$ cat src/rtl/ps2_host_tx.sv
// ps2_host_tx: host-to-device PS/2 transmitter sending one command byte over open-drain CLK/DAT.
// Ports:
//   clk, reset (async, active-low)  system clock and reset
//   send, cmd[7:0]                  start request (IDLE only) and command byte
//   ps2_clk_in, ps2_dat_in          raw pin levels
//   ps2_clk_oe, ps2_dat_oe          1 = pull the pin low, 0 = release
//   busy, done                      transaction in flight / one-cycle end pulse
//   ack_err, timeout_err            device NAK / no completion within the timeout
module ps2_host_tx #(
  parameter int INHIBIT_CYCLES = 5000,
  parameter int RTS_CYCLES     = 250,
  parameter int TIMEOUT_CYCLES = 750000
) (
  input  logic       clk,
  input  logic       reset,
  input  logic       send,
  input  logic [7:0] cmd,
  input  logic       ps2_clk_in,
  input  logic       ps2_dat_in,
  output logic       ps2_clk_oe,
  output logic       ps2_dat_oe,
  output logic       busy,
  output logic       done,
  output logic       ack_err,
  output logic       timeout_err
);
  typedef enum logic [2:0] {IDLE, INHIBIT, RTS, SHIFT, ACK, WAIT_IDLE} state_t;
  localparam logic [12:0] INH_LAST = 13'(INHIBIT_CYCLES - 1);
  localparam logic [12:0] RTS_LAST = 13'(RTS_CYCLES - 1);
  localparam logic [19:0] TO_LAST  = 20'(TIMEOUT_CYCLES - 1);
  state_t      state_q, state_d;
  logic [12:0] cnt_q, cnt_d;
  logic [19:0] to_q, to_d;
  logic [3:0]  n_q, n_d;
  logic [7:0]  sh_q, sh_d;
  logic        par_q, par_d, dat_q, dat_d, ack_q, ack_d, tmo_q, tmo_d, done_q, done_d;
  // csync_q[1] is the synced clock, csync_q[2] its previous value
  logic [2:0]  csync_q;
  logic [1:0]  dsync_q;
  logic        fall_q, active, tmo_hit;
  always_ff @(posedge clk or negedge reset) begin
    if (!reset) begin
      csync_q <= '1;
      dsync_q <= '1;
      fall_q  <= 1'b0;
    end else begin
      csync_q <= {csync_q[1:0], ps2_clk_in};
      dsync_q <= {dsync_q[0], ps2_dat_in};
      fall_q  <= csync_q[2] & ~csync_q[1];
    end
  end
  always_ff @(posedge clk or negedge reset) begin
    if (!reset) begin
      state_q <= IDLE;
      cnt_q   <= '0;
      to_q    <= '0;
      n_q     <= '0;
      sh_q    <= '0;
      par_q   <= 1'b0;
      dat_q   <= 1'b0;
      ack_q   <= 1'b0;
      tmo_q   <= 1'b0;
      done_q  <= 1'b0;
    end else begin
      state_q <= state_d;
      cnt_q   <= cnt_d;
      to_q    <= to_d;
      n_q     <= n_d;
      sh_q    <= sh_d;
      par_q   <= par_d;
      dat_q   <= dat_d;
      ack_q   <= ack_d;
      tmo_q   <= tmo_d;
      done_q  <= done_d;
    end
  end
  assign active  = state_q == SHIFT || state_q == ACK || state_q == WAIT_IDLE;
  assign tmo_hit = active && to_q == TO_LAST;
  always_comb begin
    state_d = state_q;
    cnt_d   = cnt_q;
    to_d    = (active && to_q != '1) ? to_q + 20'd1 : to_q;
    n_d     = n_q;
    sh_d    = sh_q;
    par_d   = par_q;
    dat_d   = dat_q;
    ack_d   = ack_q;
    tmo_d   = tmo_q;
    done_d  = 1'b0;
    case (state_q)
      IDLE: if (send) begin
        state_d = INHIBIT;
        sh_d    = cmd;
        par_d   = ~^cmd;
        ack_d   = 1'b0;
        tmo_d   = 1'b0;
        cnt_d   = '0;
      end
      INHIBIT: begin
        state_d = cnt_q == INH_LAST ? RTS : INHIBIT;
        dat_d   = cnt_q == INH_LAST;
        cnt_d   = cnt_q == INH_LAST ? '0 : cnt_q + 13'd1;
      end
      RTS: if (cnt_q == RTS_LAST) begin
        state_d = SHIFT;
        cnt_d   = '0;
        to_d    = '0;
        n_d     = '0;
      end else cnt_d = cnt_q + 13'd1;
      // each fall advances n; n_q is the count before this fall (0..9)
      SHIFT: if (fall_q) begin
        n_d     = n_q + 4'd1;
        dat_d   = n_q < 4'd8 ? ~sh_q[0] : n_q == 4'd8 ? ~par_q : 1'b0;
        sh_d    = sh_q >> 1;
        state_d = n_q == 4'd9 ? ACK : SHIFT;
      end
      ACK: if (fall_q) begin
        n_d     = 4'd11;
        ack_d   = dsync_q[1];
        state_d = WAIT_IDLE;
      end
      WAIT_IDLE: if (csync_q[1] & dsync_q[1]) begin
        state_d = IDLE;
        done_d  = 1'b1;
      end
      default: state_d = IDLE;
    endcase
    // timeout wins over any fall in the same cycle and is the sole error reported
    if (tmo_hit) begin
      state_d = IDLE;
      dat_d   = 1'b0;
      tmo_d   = 1'b1;
      ack_d   = 1'b0;
      done_d  = 1'b1;
    end
  end
  assign ps2_clk_oe  = state_q == INHIBIT || state_q == RTS;
  assign ps2_dat_oe  = dat_q;
  assign busy        = state_q != IDLE;
  assign done        = done_q;
  assign ack_err     = ack_q;
  assign timeout_err = tmo_q;
endmodule

$ cat config.mk
export PLATFORM = sky130hd
export DESIGN_NAME = ps2_host_tx
export DESIGN_NICKNAME = d
export VERILOG_FILES = /design/src/rtl/ps2_host_tx.sv
export SDC_FILE = /design/constraint.sdc
export NUM_CORES = 1
export LEC_CHECK = 0
export BUFFER_PORTS_ARGS = -buffer_cell sky130_fd_sc_hd__clkbuf_2
export CAP_MARGIN = 10
export CORE_UTILIZATION = 50
export CTS_BUF_LIST = sky130_fd_sc_hd__clkbuf_2
export DETAILED_ROUTE_END_ITERATION = 10
export PLACE_DENSITY = 0.7
export RECOVER_POWER = 50
export SLEW_MARGIN = 30
export SYNTH_ARGS = -nofsm -noshare
export SYNTH_HDL_FRONTEND = slang
export SYNTH_SLANG_ARGS = --single-unit
$ cat constraint.sdc
create_clock -name clk -period 2 [get_ports clk]
set_clock_uncertainty 0.05 [all_clocks]
set_input_delay 0.3 -clock clk [delete_from_list [all_inputs] [get_ports clk]]
set_output_delay 0.3 -clock clk [all_outputs]
set_load 0.01 [all_outputs]
## After elaboration in Yosys (flattened, before gate mapping)

Cells that the tools add are included.

- $add $sub $neg: 3
- Magnitude comparators: 1
- Equality and inequality tests: 20
- Mux-type cells: 37
- Bitwise gates (word level): 5
- Reductions and logical operators: 23

Operators with widths:

| kind | count |
|---|---|
| 2-to-1 mux 20 bit | 3 |
| 2-to-1 mux 13 bit | 3 |
| case mux 13 bit (3 select lines) | 1 |
| 2-to-1 mux 3 bit | 7 |
| adder 20 x 1 -> 20 bit, second input constant | 1 |
| equality test 20 bit, second input constant | 1 |
| inequality test 20 bit, second input constant | 1 |
| case mux 3 bit (6 select lines) | 1 |
| 2-to-1 mux 8 bit | 2 |
| case mux 8 bit (2 select lines) | 1 |
| nonzero test 3 bit | 5 |
| adder 13 x 1 -> 13 bit, second input constant | 1 |
| equality test 13 bit, second input constant | 1 |
| equality test 13 x 8 -> 1 bit, second input constant | 1 |
| 2-to-1 mux 1 bit | 12 |
| 2-to-1 mux 4 bit | 3 |
| inequality test 3 bit, second input constant | 4 |
| case mux 4 bit (3 select lines) | 1 |
| equality test 4 bit, second input constant | 2 |
| inequality test 2 bit, second input constant | 4 |
| AND reduction 2 bit | 4 |
| XNOR reduction 8 bit | 1 |
| equality test 3 x 2 -> 1 bit, second input constant | 2 |
| equality test 3 bit, second input constant | 2 |
| other kinds (15) | 25 |

- Register bits after elaboration: 59
- Input bits: 13
- Output and inout port bits: 6
- Logic and storage cells: 102

## Depth between registers and ports, before layout

Gate-level depths: netlist (run 1).

- Word-level depth: 7
- Mapped depth: 8
- Depth with buffers taken out: 7

## Worst setup path after synthesis (run 1)

Ideal clock, no wire load.

- Kind: reg-to-reg
- From: reg cnt_q[1]
- To: reg cnt_q[6]
- Setup time: 124 ps
- Data arrival time: 1901 ps
- Required time: 1826 ps
- Path slack: -75 ps
- Stages on the path, launching flop included: 9
- Buffers on the path: 1
- Period minus slack after synthesis: 2075 ps
- Path through: dfrtp_1 -> inv_1 -> ha_1 -> or3b_1 -> nor4_4 -> a2bb2oi_2 -> buf_4 -> nor3_1 -> a211o_1

- Longest elaborated chain between the ends: 3
- Elaborated cells on any way between the ends: 6
- Classes of those cells: add/sub (1); eq/ne (2); mux (3)

RTL lines:

| element | line | RTL |
|---|---|---|
| start, declared | 32 | `logic [12:0] cnt_q, cnt_d;` |
| start signal, assigned | 66 | `cnt_q <= cnt_d;` |
| adder 13 x 1 -> 13 bit, or another cell as far along | 102, 109 |  |
| 2-to-1 mux 13 bit (on tied branches) | 104, 102 |  |
| case mux 13 bit (3 select lines) * | 90 | `case (state_q)` |

Mark *: on every way between the ends. The rest lies on a longest branch, timed or not.
A chain may end at the register's enable or synchronous reset.

## Worst setup path in the final report (run 1)

- From: reg cnt_q[11]
- To: reg cnt_q[4]

- Longest elaborated chain between the ends: 3
- Elaborated cells on any way between the ends: 5
- Classes of those cells: eq/ne (2); mux (3)

RTL lines:

| element | line |
|---|---|
| equality test 13 x 8 -> 1 bit or equality test 13 bit (tied branches) | 104, 102 |
| 2-to-1 mux 13 bit (on tied branches) | 104, 102 |
| case mux 13 bit (3 select lines) * | 90 |

Marks and branches as above.

==> flow_metrics.env, run 1 <==
export IMPL_status="complete, but fails checks"
export IMPL_violations="setup timing"
export IMPL_wl_per_cell_um=15.1
export IMPL_layout_setup_ws_ns=-0.0818
export IMPL_p_int_uw=1660
export IMPL_ys_seq_area_share_pct=45.8
export IMPL_worst_slew_pin_slew_ns=1.21
export IMPL_ir_drop_mv=0.399
export IMPL_maxCapViolations=0
export IMPL_place_gp_congestion=0.900
export IMPL_num_vias=2923
export IMPL_grt_max_degree=29
export IMPL_final_cells=511
export IMPL_seq_power_share_pct=56.0
export IMPL_layout_nets=450
export IMPL_die_y_um=82.4
export IMPL_first_iter_violations=162
export IMPL_hold_violations=0
export IMPL_netlist_area_um2=3240
export IMPL_r2r_slack_ns=-0.08
export IMPL_first_global_vias=2749
export IMPL_synth_edf_count=0
export IMPL_io_pins=19
export IMPL_fin_crit_sh_pct=104
export IMPL_cts_path_max_buffers=2
export IMPL_synth_seq_cells=59
export IMPL_clk_pin_slew_worst_paths_ns=0.17
export IMPL_final_max_slew_viol_count=0
export IMPL_leakagePower_uw=0.00184
export IMPL_min_to="sh_q[7]"
export IMPL_synthDistinctLibCells=57
export IMPL_root_buffer="clkbuf_2"
export IMPL_start_kind="register"
export IMPL_cp_max_fo=8
export IMPL_via_per_inst=5.72
export IMPL_syn_instance_count=355
export IMPL_drtAntennaViolNets=0
export IMPL_antenna_found_initial=0
export IMPL_syn_area_per_cell_um2=9.11
export IMPL_max_freq_mhz=480
export IMPL_layout_min_cycle_time_ns=2.08
export IMPL_initial_core_util_pct=53.1
export IMPL_setup_violations=9
export IMPL_power_frac_comb_pct=4.1
export IMPL_synthFlopType="dfrtp_1"
export IMPL_cts_sinks=59
export IMPL_holdWs_ns=0.0723
export IMPL_io_buffers=18
export IMPL_layout_common_cells="dfrtp_1, nand2_1, buf_4"
export IMPL_hpwl_um=5230
export IMPL_synth_warnings=0
export IMPL_worst_r2r_path_depth=6
export IMPL_syn2layout_area_growth_pct=28.5
export IMPL_pre_cts_ws_ns=-0.0632
export IMPL_async_reset_ff_share_pct=100
export IMPL_tritoncts_num_buffers=9
export IMPL_dieArea_um2=6800
export IMPL_diodes=0
export IMPL_min_path_type="in -> reg"
export IMPL_clkLatencyLatePin_ns=0.51
export IMPL_syn_nets=374
export IMPL_final_common_cell="dfrtp_1"
export IMPL_drc_errors=0
export IMPL_fin_area_um2=4160
export IMPL_rr_startpoint="cnt_q[11]"
export IMPL_htree_num_levels=3
export IMPL_switchingPower_uw=506
export IMPL_overflow=0
export IMPL_path_class="reg -> reg"
export IMPL_rsz0062_at_grt="yes"
export IMPL_drt_pass1_iterations=4
export IMPL_switching_share_pct=23.4
export IMPL_hp_start="send"
export IMPL_track_usage_pct=25.5
export IMPL_dpl_cell_count=478
export IMPL_die_w_um=82.4
export IMPL_clock_power_share_pct=40.0
export IMPL_drt_wl_total_um=7700
export IMPL_relSlewSlack_pct=19.2
export IMPL_hold_path_cell_count=3
export IMPL_core_area_um2=6100
export IMPL_worstPathRequired_ns=2.35
export IMPL_layout_drive_gt1_share_pct=28.0
export IMPL_placed_cell_area_um2=3700
export IMPL_critPathCaptureType="register"
export IMPL_r2r_end="cnt_q[4]"
export IMPL_cts_tree="done"
export IMPL_p_per_area_nw_per_um2=520
export IMPL_grt_pass1_wl_um=12800
export IMPL_std_cell_rows=28
export IMPL_arrival_ns=2.44
export IMPL_power_uw=2160
## flip-flops by register name, summed over array words and instances, names as in the netlist, 2 cells and up
| register | flops |
|---|---|
| cnt_q | 13 |
| csync_q | 3 |
| dsync_q | 2 |
| n_q | 4 |
| sh_q | 8 |
| state_q | 3 |
| to_q | 20 |
## routing by layer
metal / wire length [µm] / vias to the layer above / track usage, %
met2: 3590 / 73 / 39.6
met5: 0 / - / 0
met4: 124 / 0 / 10.5
met1: 3660 / 1397 / 35.3
li1: - / 1442 / -
met3: 326 / 11 / 4.29
## power by group through the flow
stage | Sequential, µW | Clock (µW) | Combinational (µW)
after floorplan | 1230 | 0 | 29.0
after global placement | 1230 | 0 | 76.0
after detailed placement | 1230 | 0 | 77.3
after CTS | 1210 | 884 | 94.0
after global routing | 1210 | 927 | 99.3
final | 1210 | 864 | 88.0
## per-stage QoR
step / utilization, % / setup TNS (ns)
detailed placement: 60.7 / -0.437
global route: 68.2 / -2.78
finish: 68.2 / -0.350
global placement: 60.7 / -0.0529
floorplan: - / -0.315
CTS: 65.3 / -0.589
## how the worst max path moves through the flow
stage / start / to / slack [ns] / cells past startpoint
6_report: cnt_q[11] / cnt_q[4] / -0.08 / 6
3_5_place_dp: cnt_q[11] / cnt_q[2] / -0.06 / 6
2_1_floorplan: cnt_q[11] / cnt_q[6] / -0.06 / 6
5_1_grt: cnt_q[11] / cnt_q[6] / -0.15 / 6
4_1_cts: cnt_q[11] / cnt_q[10] / -0.09 / 6
3_3_place_gp: cnt_q[11] / cnt_q[3] / -0.03 / 6
## critical path, cell delays in order (launching register included)
cell	delay [ns]
dfrtp_1	0.41
or4_4	0.55
nor4_4	0.30
a2bb2oi_2	0.20
buf_4	0.17
nor3_1	0.05
a211o_1	0.26
## cell type report
type,count,area [µm²]
inverters,13,48.8
flip-flops and latches,59,1490
multi-input cells,270,1800
repair buffers,78,596
well taps,75,93.8
fillers,498,1940
clock inverters,6,81.3
clock buffers,10,50.0
## repair_timing
item,4_1_cts,5_1_grt
endpoints found under the setup margin,14,35
resized for setup,9,44
setup buffers,1,4
hold endpoints to repair,26,0
pin swaps,1,10
cloned,1,0
hold buffers,11,0
## Yosys cell counts (all sizes together), types with 9 or more instances
cell type / number / area [µm²]
dfrtp: 54 / 1350
o21ai: 21 / 105
nand2: 46 / 173
nand3: 19 / 95.1
nor3: 14 / 70.1
mux2i: 9 / 90.1
a21oi: 14 / 70.1
nor2: 35 / 131
inv: 13 / 48.8
xnor2: 13 / 114
## kinds of logic after synthesis
group / after synthesis / share of synthesized area, %
AO/OA/AOI/OAI: 83 / 17.1
XOR/XNOR: 14 / 3.79
adder cells (fa/ha/maj): 6 / 2.32
buffers and inverters: 26 / 3.29
flip-flops: 59 / 45.8
multiplexers: 9 / 2.78
AND/OR/NAND/NOR: 158 / 24.9
(Power assumes the default switching activity.)
==> run 2, diff against run 1 <==
--- a/config.mk
+++ b/config.mk
@@ -7,6 +7,7 @@
 export LEC_CHECK = 0
 export BUFFER_PORTS_ARGS = -buffer_cell sky130_fd_sc_hd__clkbuf_2
 export CAP_MARGIN = 10
+export CORE_ASPECT_RATIO = 1.75
 export CORE_UTILIZATION = 50
 export CTS_BUF_LIST = sky130_fd_sc_hd__clkbuf_2
 export DETAILED_ROUTE_END_ITERATION = 10
==> run 2 against run 1 <==
Effect of this change:
- the run still ends with setup timing left
- design area is 2.6% higher
- maximum frequency is 0.98% lower
- critical path depth stayed put
- worst hold slack better by 0.030 ns
- final cell count is 1.4% higher
- critical endpoint unchanged
- largest cell class unchanged
==> flow_metrics.env, run 2 (synthesized netlist as in run 1, its figures left out) <==
export IMPL_die_w_um=62.8
export IMPL_htree_num_levels=3
export IMPL_final_cells=518
export IMPL_largest_reg_flops=20
export IMPL_relSlewSlack_pct=28.5
export IMPL_io_pins=19
export IMPL_regMostFlops="to_q"
export IMPL_std_cell_rows=38
export IMPL_arrival_ns=2.46
export IMPL_worst_slew_pin_slew_ns=1.07
export IMPL_layout_setup_ws_ns=-0.102
export IMPL_rr_startpoint="cnt_q[11]"
export IMPL_power_uw=2040
export IMPL_status="complete, but fails checks"
export IMPL_layout_min_cycle_time_ns=2.10
export IMPL_worstPathRequired_ns=2.36
export IMPL_grt_pass1_wl_um=13300
export IMPL_layout_common_cells="dfrtp_1, buf_4, nand2_1"
export IMPL_cts_tree="done"
export IMPL_setup_violations=25
export IMPL_path_class="reg -> reg"
export IMPL_drt_wl_total_um=8060
export IMPL_final_util_pct=68.5
export IMPL_worst_r2r_path_depth=6
export IMPL_place_gp_congestion=0.835
export IMPL_fin_crit_sh_pct=105
export IMPL_diodes=0
export IMPL_hold_violations=0
export IMPL_antenna_found_initial=0
export IMPL_startpoint="cnt_q[11]"
export IMPL_grt_max_degree=41
export IMPL_violations="setup timing"
export IMPL_r2r_slack_ns=-0.10
export IMPL_cts_sinks=59
export IMPL_leakagePower_uw=0.00187
export IMPL_first_iter_violations=152
export IMPL_p_per_area_nw_per_um2=477
export IMPL_clk_pin_slew_worst_paths_ns=0.17
export IMPL_rsz0062_at_grt="yes"
export IMPL_drc_errors=0
export IMPL_first_global_vias=3003
export IMPL_wl_per_cell_um=15.6
export IMPL_layout_nets=452
export IMPL_root_buffer="clkbuf_2"
export IMPL_dieArea_um2=6810
export IMPL_hpwl_um=5450
export IMPL_top_regs="to_q (20), cnt_q (13), sh_q (8)"
export IMPL_ir_drop_mv=0.349
export IMPL_tritoncts_num_buffers=9
export IMPL_final_max_slew_viol_count=0
export IMPL_min_path_type="in -> reg"
export IMPL_syn2layout_area_growth_pct=31.9
export IMPL_num_vias=2992
export IMPL_final_common_cell="dfrtp_1"
export IMPL_holdWs_ns=0.103
export IMPL_crit_path_end="cnt_q[4]"
export IMPL_overflow=0
export IMPL_dpl_cell_count=483
export IMPL_io_buffers=18
export IMPL_track_usage_pct=25.3
export IMPL_via_per_inst=5.78
export IMPL_max_freq_mhz=476
export IMPL_layout_drive_gt1_share_pct=29.2
export IMPL_drt_pass1_iterations=6
export IMPL_cts_path_max_buffers=2
export IMPL_core_area_um2=6230
export IMPL_start_kind="register"
export IMPL_maxCapViolations=0
export IMPL_drtAntennaViolNets=0
export IMPL_clkLatencyLatePin_ns=0.51
export IMPL_cp_max_fo=19
export IMPL_initial_core_util_pct=51.9
export IMPL_r2r_end="cnt_q[4]"
export IMPL_critPathCaptureType="register"
export IMPL_die_y_um=108
-- run 2: changes by cell type in the layout (fill, tap and decap cells not counted), sizes merged --
| cell | delta |
|---|---|
| buf | +1 |
| bufinv | -1 |
| clkbuf | +4 |
| clkinv | -1 |
| clkinvlp | -1 |
-- run 2: how the worst min path moves through the flow --
| stage | slack (ns) | to | startpoint | depth (start not counted) |
|---|---|---|---|---|
| after floorplan | -0.05 | ack_err | reset | 0 |
| after global placement | 0.24 | sh_q[5] | reset | 1 |
| after detailed placement | 0.25 | sh_q[5] | reset | 1 |
| after CTS | 0.07 | sh_q[7] | send | 3 |
| after global routing | 0.12 | sh_q[7] | send | 3 |
| final | 0.10 | sh_q[7] | send | 3 |
-- run 2: layout make-up --
type / instances / area, µm²
fill: 504 / 1960
multi-input combinational: 270 / 1850
sequential: 59 / 1480
timing repair buffer: 80 / 684
tap: 80 / 100
clock buffer: 13 / 65.1
inverter: 13 / 48.8
clock inverter: 3 / 38.8
-- run 2: metal layers --
layer | GRT usage [%] | up-vias | share of wire, % | wire, µm
met2 | 46.8 | 50 | 56 | 4520
met5 | 0 | - | 0 | 0
met1 | 25.7 | 1485 | 39 | 3120
li1 | - | 1441 | - | -
met3 | 5.70 | 16 | 3.0 | 241
met4 | 14.6 | 0 | 2.2 | 177
-- run 2: critical path, cell delays in order, from the launching register on --
cell       delay [ns]
dfrtp_1          0.41
or4_4            0.55
nor4_4           0.30
a2bb2oi_2        0.21
buf_12           0.16
nor3_1           0.06
a211o_1          0.26
-- run 2: report_power, final --
group          leakage, µW  internal, µW  switching, µW  total, µW
clock            0.0000736           305            432        737
combinational      0.00107          39.9           49.1       89.0
sequential        0.000733          1200           6.75       1210
total              0.00187          1550            488       2040
-- run 2: what timing repair did --
action	CTS	global route
setup buffers	1	5
endpoints found under the setup margin	16	38
hold endpoints to repair	24	0
resized for setup	13	48
hold buffers	11	0
gates cloned	1	1
pin swaps	5	15
-- run 2: through the flow --
| stage | TNS, ns | cell area (µm²) | setup slack (ns) |
|---|---|---|---|
| 3_3_place_gp | -0.0949 | 3740 | -0.0456 |
| 2_1_floorplan | -0.315 | 3240 | -0.0650 |
| 3_5_place_dp | -0.355 | 3740 | -0.0777 |
| 5_1_grt | -2.89 | 4270 | -0.162 |
| 4_1_cts | -0.458 | 4040 | -0.0909 |
| 6_report | -0.926 | 4270 | -0.102 |
==> run 3, diff against run 2 <==
--- a/config.mk
+++ b/config.mk
@@ -5,6 +5,7 @@
 export SDC_FILE = /design/constraint.sdc
 export NUM_CORES = 1
 export LEC_CHECK = 0
+export ABC_AREA = 1
 export BUFFER_PORTS_ARGS = -buffer_cell sky130_fd_sc_hd__clkbuf_2
 export CAP_MARGIN = 10
 export CORE_ASPECT_RATIO = 1.75
@@ -13,6 +14,7 @@
 export DETAILED_ROUTE_END_ITERATION = 10
 export PLACE_DENSITY = 0.7
 export RECOVER_POWER = 50
+export REMOVE_ABC_BUFFERS = 1
 export SLEW_MARGIN = 30
 export SYNTH_ARGS = -nofsm -noshare
 export SYNTH_HDL_FRONTEND = slang
==> run 3 against run 2 <==
Effect of this change:
- the run now ends clean
- wire length is 19% higher
- flip-flop and latch count stayed put
- critical path depth is 2 lower
- area after synthesis is 16% higher
- power is 68% higher
- final cell count is 32% higher
- first-iteration DRC count is 61% higher
- sequential power is 29% higher
- largest cell class unchanged
- highest routed layer unchanged
==> flow_metrics.env, run 3 <==
export IMPL_io_buffers=18
export IMPL_layout_min_cycle_time_ns=1.98
export IMPL_layout_drive_gt1_share_pct=15.2
export IMPL_crit_buf_inv=2
export IMPL_cts_path_max_buffers=2
export IMPL_synth_warnings=0
export IMPL_place_gp_congestion=0.983
export IMPL_syn2layout_area_growth_pct=16.5
export IMPL_max_freq_mhz=506
export IMPL_placed_cell_area_um2=4050
export IMPL_die_y_um=117
export IMPL_first_iter_violations=245
export IMPL_initial_core_util_pct=51.8
export IMPL_first_global_vias=3641
export IMPL_cts_sinks=59
export IMPL_wl_met3_um=287
export IMPL_fillers=691
export IMPL_synth_edf_count=0
export IMPL_die_w_um=67.5
export IMPL_grt_max_degree=39
export IMPL_setup_tns_ns=0
export IMPL_root_buffer="clkbuf_2"
export IMPL_grt_pass1_wl_um=16100
export IMPL_cts_tree="done"
export IMPL_synthDistinctLibCells=35
export IMPL_cpPeakStageDelay_ns=0.44
export IMPL_top_layer="met4"
export IMPL_fin_area_um2=4370
export IMPL_track_usage_pct=27.6
export IMPL_drt_pass1_iterations=4
export IMPL_diodes=0
export IMPL_largest_reg_flops=20
export IMPL_synth_common_cells="nand2_1, nor2_1, inv_1"
export IMPL_route_met2_wl_um=5170
export IMPL_maxCapViolations=0
export IMPL_dieArea_um2=7860
export IMPL_ir_drop_mv=0.584
export IMPL_top_regs="to_q (20), cnt_q (13), sh_q (8)"
export IMPL_setup_violations=0
export IMPL_overflow=0
export IMPL_path_class="reg -> out"
export IMPL_synth_seq_cells=59
export IMPL_regMostFlops="to_q"
export IMPL_worst_slew_pin_slew_ns=1.25
export IMPL_syn_instance_count=535
export IMPL_core_area_um2=7230
export IMPL_antenna_found_initial=0
export IMPL_via_per_inst=5.39
export IMPL_layout_common_cells="nand2_1, inv_1, nor2_1"
export IMPL_std_cell_rows=41
export IMPL_start_kind="register"
export IMPL_layout_nets=613
export IMPL_final_common_cell="nand2_1"
export IMPL_crit_chain="buf_4 > nor2_1 > nand2_1 > clkbuf_2"
export IMPL_yosysMostFrequentCell="nand2_1"
export IMPL_layout_setup_ws_ns=0.0237
export IMPL_syn_area_per_cell_um2=7.01
export IMPL_leakagePower_uw=0.00206
export IMPL_cp_top_family="flip-flops"
export IMPL_hold_violations=0
export IMPL_status="finished, final reports clean"
export IMPL_critPathSlowestCell="dfrtp_2"
export IMPL_p_per_area_nw_per_um2=784
export IMPL_fin_crit_sh_pct=98.8
export IMPL_ys_seq_area_share_pct=39.5
export IMPL_hpwl_um=7150
export IMPL_critPathCaptureType="primary output"
export IMPL_tritoncts_num_buffers=9
export IMPL_drtAntennaViolNets=0
export IMPL_drc_errors=0
export IMPL_min_path_type="in -> reg"
export IMPL_wl_per_cell_um=14.0
export IMPL_final_max_slew_viol_count=0
export IMPL_async_reset_ff_share_pct=100
export IMPL_relSlewSlack_pct=16.9
export IMPL_clk_pin_slew_worst_paths_ns=0.17
export IMPL_holdWs_ns=0.0356
export IMPL_clkLatencyLatePin_ns=0.52
export IMPL_rsz0062_at_grt="yes"
export IMPL_yosys_area_top_type="dfrtp_1"
export IMPL_pre_cts_ws_ns=-0.0163
export IMPL_wl_met1_um=3630
export IMPL_htree_num_levels=3
export IMPL_netlist_area_um2=3750
export IMPL_drt_wl_total_um=9590
export IMPL_worstPathRequired_ns=1.65
export IMPL_synthTopCellsByArea="dfrtp_1, nand2_1, nor2_1"
export IMPL_cp_max_fo=5
export IMPL_yosys_area_top_type_share_pct=36.0
export IMPL_io_pins=19
export IMPL_synthFlopType="dfrtp_1"
export IMPL_num_vias=3695
export IMPL_arrival_ns=1.63
==> run 3: cell families after synthesis <==
group / synth area share, %
buffers and inverters: 8.61
DFF: 39.5
and+or+nand+nor: 34.6
AOI/OAI and AO/OA: 10.6
xor gates and xnor gates: 4.67
adders and majority gates: 2.00
==> run 3: cell type report <==
type | instances | area [µm²] | share of cell area, %
Sequential cell | 59 | 1490 | 34.1
Multi-Input combinational cell | 397 | 1990 | 45.6
Tap cell | 86 | 108 | 2.46
Timing Repair Buffer | 54 | 400 | 9.17
Clock inverter | 6 | 56.3 | 1.29
Inverter | 73 | 274 | 6.27
Clock buffer | 10 | 50.0 | 1.15
==> run 3: final timing paths <==
kind	from	end	slack (ns)	cells after the start
worst max-delay path	state_q[1]	busy	0.02	4
worst min-delay path	cmd[3]	sh_q[3]	0.04	3
worst max register to register	state_q[1]	to_q[0]	0.12	8
worst min register to register	dsync_q[0]	dsync_q[1]	0.31	0
min in group asynchronous	reset	to_q[9]	0.49	2
max in group asynchronous	reset	state_q[0]	0.59	3
==> run 3: through the flow <==
step | std cells | utilization, % | total power (µW)
3_5_place_dp | 652 | 56.0 | 2620
3_3_place_gp | 652 | 56.0 | 2580
4_1_cts | 679 | 59.3 | 3390
2_1_floorplan | 529 | - | 2250
5_1_grt | 685 | 60.4 | 3670
6_report | 685 | 60.4 | 3430
==> run 3: power by group <==
group,leakage [µW],internal [µW],switching [µW]
registers,0.000777,1390,169
logic,0.00122,426,694
clock network,0.0000691,283,458
total,0.00206,2100,1320
==> run 3: what timing repair did <==
action | 4_1_cts | 5_1_grt
hold buffers | 9 | 0
pin swaps | 1 | 3
gates resized for setup | 7 | 10
endpoints found under the setup margin | 5 | 38
buffers inserted | 2 | 6
hold endpoints to repair | 24 | 0
==> run 3: tightest hold or removal path: cells and delay by family <==
kind            cells  cell delay (ns)
compound gates      2             0.17
buf+inv             1             0.10
==> run 3: per-layer routing <==
metal | vias to the layer above | global-route usage, %
met5 | - | 0
met4 | 0 | 20.4
met3 | 33 | 6.15
met2 | 90 | 48.2
met1 | 1729 | 27.4
li1 | 1843 | -
